$ cat src/rtl/inst_queue.sv
// inst_queue: in-order {pc, inst} FIFO between fetch and decode.
// Ports: CLK, RESET (async, active-low), flush, fetch push side
// (in_valid/in_pc/in_inst/in_ready), decode pop side (out_valid/out_pc/
// out_inst/out_misalign/out_ready) and the occupancy count.
module inst_queue #(
    parameter int DEPTH = 4,
    parameter int AW    = 2
) (
    input  logic          CLK,
    input  logic          RESET,
    input  logic          flush,
    input  logic          in_valid,
    input  logic [63:0]   in_pc,
    input  logic [31:0]   in_inst,
    output logic          in_ready,
    output logic          out_valid,
    output logic [63:0]   out_pc,
    output logic [31:0]   out_inst,
    output logic          out_misalign,
    input  logic          out_ready,
    output logic [AW:0]   count
);

    localparam logic [AW:0] FULL_CNT = (AW+1)'(DEPTH);

    logic [63:0]   pc_q  [DEPTH];
    logic [31:0]   ins_q [DEPTH];
    logic          mis_q [DEPTH];

    logic [AW-1:0] wr_ptr_q, wr_ptr_d;
    logic [AW-1:0] rd_ptr_q, rd_ptr_d;
    logic [AW:0]   cnt_q, cnt_d;

    logic          push;
    logic          pop;

    // in_ready looks only at the count, so a full queue never takes a
    // push even when decode drains the head in the same cycle.
    assign in_ready  = (cnt_q != FULL_CNT);
    assign out_valid = (cnt_q != '0);
    assign count     = cnt_q;

    assign push = in_valid & in_ready & ~flush;
    assign pop  = out_valid & out_ready & ~flush;

    // Storage is unreset, so the head is masked while empty.
    assign out_pc       = out_valid ? pc_q[rd_ptr_q]  : '0;
    assign out_inst     = out_valid ? ins_q[rd_ptr_q] : '0;
    assign out_misalign = out_valid & mis_q[rd_ptr_q];

    always_comb begin
        wr_ptr_d = wr_ptr_q;
        rd_ptr_d = rd_ptr_q;
        cnt_d    = cnt_q;
        if (flush) begin
            wr_ptr_d = '0;
            rd_ptr_d = '0;
            cnt_d    = '0;
        end else begin
            if (push) begin
                wr_ptr_d = wr_ptr_q + 1'b1;
            end
            if (pop) begin
                rd_ptr_d = rd_ptr_q + 1'b1;
            end
            unique case ({push, pop})
                2'b10:   cnt_d = cnt_q + 1'b1;
                2'b01:   cnt_d = cnt_q - 1'b1;
                default: cnt_d = cnt_q;
            endcase
        end
    end

    always_ff @(posedge CLK or negedge RESET) begin
        if (!RESET) begin
            wr_ptr_q <= '0;
            rd_ptr_q <= '0;
            cnt_q    <= '0;
        end else begin
            wr_ptr_q <= wr_ptr_d;
            rd_ptr_q <= rd_ptr_d;
            cnt_q    <= cnt_d;
        end
    end

    always_ff @(posedge CLK) begin
        if (push) begin
            pc_q[wr_ptr_q]  <= in_pc;
            ins_q[wr_ptr_q] <= in_inst;
            mis_q[wr_ptr_q] <= |in_pc[1:0];
        end
    end

endmodule

$ cat config.mk
export PLATFORM = sky130hd
export DESIGN_NAME = inst_queue
export DESIGN_NICKNAME = d
export VERILOG_FILES = /design/src/rtl/inst_queue.sv
export SDC_FILE = /design/constraint.sdc
export NUM_CORES = 1
export LEC_CHECK = 0
export ABC_CLOCK_PERIOD_IN_PS = 4580
export BUFFER_PORTS_ARGS = -buffer_cell sky130_fd_sc_hd__buf_2
export CAP_MARGIN = 0
export CORE_MARGIN = 8
export CORE_UTILIZATION = 55
export DETAILED_ROUTE_END_ITERATION = 8
export PLACE_DENSITY = 0.87
export SYNTH_ARGS = -nofsm -noshare
export SYNTH_HDL_FRONTEND = slang
export SYNTH_SLANG_ARGS = --single-unit
$ cat constraint.sdc
create_clock -name CLK -period 4.58 [get_ports CLK]
set_input_delay 0.229 -clock CLK [delete_from_list [all_inputs] [get_ports CLK]]
set_output_delay 0.229 -clock CLK [all_outputs]
set_load 0.02 [all_outputs]
---- Word level (Yosys, flattened, before mapping) ----
Memories as Yosys holds them, arrays and structs flattened.
Cells that the tools add are included.
Widths: inputs -> output; s select.
storage, ports and cells
  memories ................................ 3
  memory bits (writable) .................. 388
  bits of input ports ..................... 101
  output and inout bits ................... 102
  register bits after elaboration ......... 7
memories
  memory  depth  bits a word  read ports  clocked after Yosys merged registers in  write ports  line  text
  pc_q    4      64           1           0                                        1            26    logic [63:0] pc_q [DEPTH];
  ins_q   4      32           1           0                                        1            27    logic [31:0] ins_q [DEPTH];
  mis_q   4      1            1           0                                        1            28    logic mis_q [DEPTH];
operators by class
  multiplexer cells ....................... 10
  equal/unequal tests ..................... 3
  bitwise logic cells ..................... 6
  $add $sub $neg .......................... 4
  reduce and logical (&&, ||, !) cells .... 5
operator list
  kind                 number
  $mux 64              1
  $mux 32              1
  $mux 2               4
  $pmux 3 s2           1
  $reduce_bool 3->1    2
  $and 1x1->1          5
  $add 2x1->2 const B  2
  $reduce_bool 2->1    2
  $add 3x1->3 const B  1
  $mux 3               1
  $ne 3x3->1 const B   1
  $sub 3x1->3 const B  1
  $eq 2x1->1 const B   1
  $eq 2x2->1 const B   1
  $mux 1               2
  $reduce_or 2->1      1
  $not 1->1            1

---- Logic depth before layout (Yosys ltp) ----
  depth in word-level cells ............... 6
  mapped depth ............................ 9
  depth with buffers taken out ............ 8

---- Least setup slack after synthesis ----
OpenSTA, ideal clock, no wires.
  path kind ............................... register -> register
  from .................................... register cnt_q[0], in the netlist count[0]
  to ...................................... memory ins_q[0][0], enable pin
  arrival ................................. 3.495 ns
  library setup time ...................... 0.467 ns
  path slack .............................. 0.618 ns
  data required time ...................... 4.113 ns
  cell stages (with the launch flop) ...... 5
  cells stage by stage .................... dfrtp_1 > buf_2 > or3b_1 > clkbuf_1 > and3_1
on the way
  longest elaborated chain between the ends .. 5
ends and longest elaborated chain
  what                          line  text
  from (decl)                   32    logic [AW:0] cnt_q, cnt_d;
  from (signal assigned)        82    cnt_q <= cnt_d;
  $ne 3x3->1                    39    assign in_ready = (cnt_q != FULL_CNT);
  named net in_ready            15    output logic in_ready,
  $and 1x1->1 (2 in series)     43    assign push = in_valid & in_ready & ~flush;
  $mux 1                        87    if (push) begin
  $mux 1 (implied by the code)  89    ins_q[wr_ptr_q] <= in_inst;
  to (decl)                     27
The timed path passes the listed nets, and every way through them passes these cells.

---- Final worst setup path ----
  from .................................... register rd_ptr_q[0]
  to ...................................... output port out_inst[28]
on the way
  longest elaborated chain between the ends .. 2
ends and longest elaborated chain
  what                    line  text
  from (decl)             31    logic [AW-1:0] rd_ptr_q, rd_ptr_d;
  from (signal assigned)  81    rd_ptr_q <= rd_ptr_d;
  $mem_v2 4x32            -
  $mux 32                 48    assign out_inst = out_valid ? ins_q[rd_ptr_q] : '0;
  to (decl)               18    output logic [31:0] out_inst,
Every way passes these cells.

==> reports/results.txt <==
Grt peak-use layer - met2
TritonCTS clock tree - done
DIE HEIGHT - 182.1 um
Register area - 11830 um^2
Setup Skew - 14.51 ps
Clk_lat worst skew - 510 ps
RR Endpoint - count[2]
Site row count - 60
Post-synth EDFFs - 388
Comb power frac - 21.6%
Cell taking the most area after synthesis - edfxtp_1
Avg Cell Area, Syn - 22.30 um^2
Clock Path Buffers - 3
Register area share after synthesis - 77.97%
Asr flop ratio synth - 1.772%
Pwr/cell area - 497.4 nW/um^2
CP Launch Type - flop
Tot Pwr - 9.346 mW
CP Data Arrival Time - 2840 ps
Max Slew Vio Count - 0
Via/cell ratio - 5.736
Multi-input combinational cell area - 3156 um^2
RePlAce Congestion - 0.7305
Most frequent cells in the layout - edfxtp_1 (388), buf_2 (202), dlygate4sd3_1 (98)
Die Area - 33150 um^2
Core area - 27030 um^2
Share of the synthesized area in the top cell type - 76.82%
Cts bufs inserted - 40
Crit end category - primary output
Worst Path Required - 4350 ps
Clock root buffer - clkbuf_16
GRT Util Overall - 18.97%
Area grow syn2layout - 23.90%
# IOs - 203
Top FF cell, synth - edfxtp_1
Clock power share - 32.7%
Leakage power - 6.498 nW
Initial Util - 56.12%
YS warnings - 0
GR Util met2 - 33.16%
Setup CP Type - flop to primary output
DR pass1 iterations - 5
Per-cell routed wire length - 23.33 um
Syn Nets - 786
First-pass GRT wire length - 48620 um
Clock-pin slew on the worst setup and hold paths - 60 ps
Vias in the first global route - 8533
Final nets - 1102
Number of antenna violations at the first check in global routing - 1
Worst reg2reg path depth - 8
Post-synthesis cell type count - 35
Grt met3 use - 4.687%
Slew HR - 30.95%
HPWL after DPL - 17860 um
Hold depth - 2
Layout cell share with drive strength beyond 1 - 36.20%
Fillers - 1586
CTS H-Tree Depth - 2
Setup TNS - 0 ps
Via Count - 7818
Fmax - 0.3259 GHz
R2R Path Start - count[0]
Unrepaired setup endpoints after global routing - no
Tcrit/Tclk final - 67.00%
CP Max Fanout - 38
# port buffers - 202
Iter 0 DRT Violations - 540
CTS resizes - 0
Measured slew at the worst slew-check pin - 1036 ps
Seq pwr share - 45.7%
Die width - 182.1 um
Setup ws final - 1512 ps
Drc violations - 0
Synthesized area - 15170 um^2
Grt met1 use - 23.01%
Worst VDD drop - 0.0003919 V
R2R Setup Slk - 2050 ps
Gr ovfl total - 0
Clk sinks - 395
Post-route minimum period - 3068 ps
Setup bufs post-CTS - 0
Switching pwr - 2.537 mW
Antenna Nets Post-Route - 0
Largest net degree at the start of global routing - 100
Int Pwr - 6.809 mW
WHS Endpoint - count[0]
Area contributors post-synth - edfxtp_1 (77%), mux4_2 (14%), and2_1 (4.0%), dfrtp_1 (1.2%), buf_2 (0.46%)
Most common cell after layout, fill and taps aside - edfxtp_1
Worst slack, placed - 2007 ps
Drt total wl - 31800 um
Max-Cap Viols - 0
Hold_sp - out_ready
Switching Fraction - 27.15%
Fin. Hold Viols - 0
Outcome - completed
Hold Path Class - primary input to flop
CTS Hold Buffers Added - 98
Setup violations, final - 0
Synth Instances - 680
Number of diodes - 0
#FFs+latches synth - 395
worst max path at each step:
stage / to / cells after the start / slack, ps / start
4_1_cts: out_inst[28] / 4 / 1440 / rd_ptr_q[0]
2_1_floorplan: ins_q[0][0] / 4 / 620 / count[0]
5_1_grt: out_inst[3] / 4 / 1320 / rd_ptr_q[0]
3_5_place_dp: out_inst[28] / 4 / 2010 / rd_ptr_q[0]
6_report: out_inst[28] / 4 / 1510 / rd_ptr_q[0]
3_3_place_gp: out_pc[0] / 4 / 2020 / rd_ptr_q[0]
cell families (layout without fill, tap and decap cells):
kind of cell	after synthesis	in the layout	synth area share, %
compound gates	10	10	0.4785
flops	395	395	77.97
mux	98	98	14.47
simple gates	127	127	5.032
fa+ha+maj	5	5	0.4620
xor+xnor	4	4	0.2310
buf+inv	41	383	1.353
routing by layer:
layer / part of all wire (%) / wire [um] / vias to the layer above
met5: 0.041 / 13 / -
met4: 2.4 / 774 / 2
met3: 7.3 / 2322 / 73
met2: 52 / 16500 / 344
met1: 38 / 12190 / 3996
li1: - / - / 3403
critical path, cell delays in order, from the launching register on:
cell	delay [ps]
dfrtp_4	950
buf_4	410
mux4_2	560
and2_1	200
buf_2	170
Yosys cell counts, drive strengths merged (2+ instances only):
| library cell | n |
|---|---|
| a2111oi | 2 |
| a21oi | 3 |
| and2 | 97 |
| and3 | 4 |
| buf | 18 |
| clkbuf | 18 |
| dfrtp | 7 |
| edfxtp | 388 |
| ha | 4 |
| inv | 5 |
| mux4 | 97 |
| nand2 | 6 |
| nand3 | 3 |
| nor2 | 6 |
| nor2b | 2 |
| nor3 | 3 |
| xor2 | 3 |
area by class of cell:
cell class	count	share of cell area (%)
Clock inverter	19	0.9122
Timing Repair Buffer	310	11.33
Clock buffer	49	5.620
Multi-Input combinational cell	244	16.79
Sequential cell	395	62.97
Tap cell	341	2.270
Inverter	5	0.09987
per-stage QoR:
| step | instance area, um^2 | hold WS [ps] | util, % | instances |
|---|---|---|---|---|
| floorplan | 15170 | -66.59 | - | 680 |
| global placement | 16580 | 72.17 | 61.36 | 1197 |
| detailed placement | 16580 | 76.49 | 61.36 | 1197 |
| CTS | 18790 | 34.91 | 69.53 | 1363 |
| global route | 18790 | 70.99 | 69.53 | 1363 |
| finish | 18790 | 80.88 | 69.53 | 1363 |
power by group through the flow:
stage	clock, mW	sequential [mW]	combinational, mW
final	3.06	4.27	2.01
after global routing	3.24	4.29	2.15
after CTS	3.11	4.28	2.03
after detailed placement	0	4.35	1.95
after global placement	0	4.34	1.91
after floorplan	0	4.26	1.38
sequential cells by signal, summed over array words and instances (netlist names):
register and cells:
count 3, ins_q 128, mis_q 4, pc_q 256, rd_ptr_q 2, wr_ptr_q 2
Note: power is estimated with default switching activity, not from simulation.
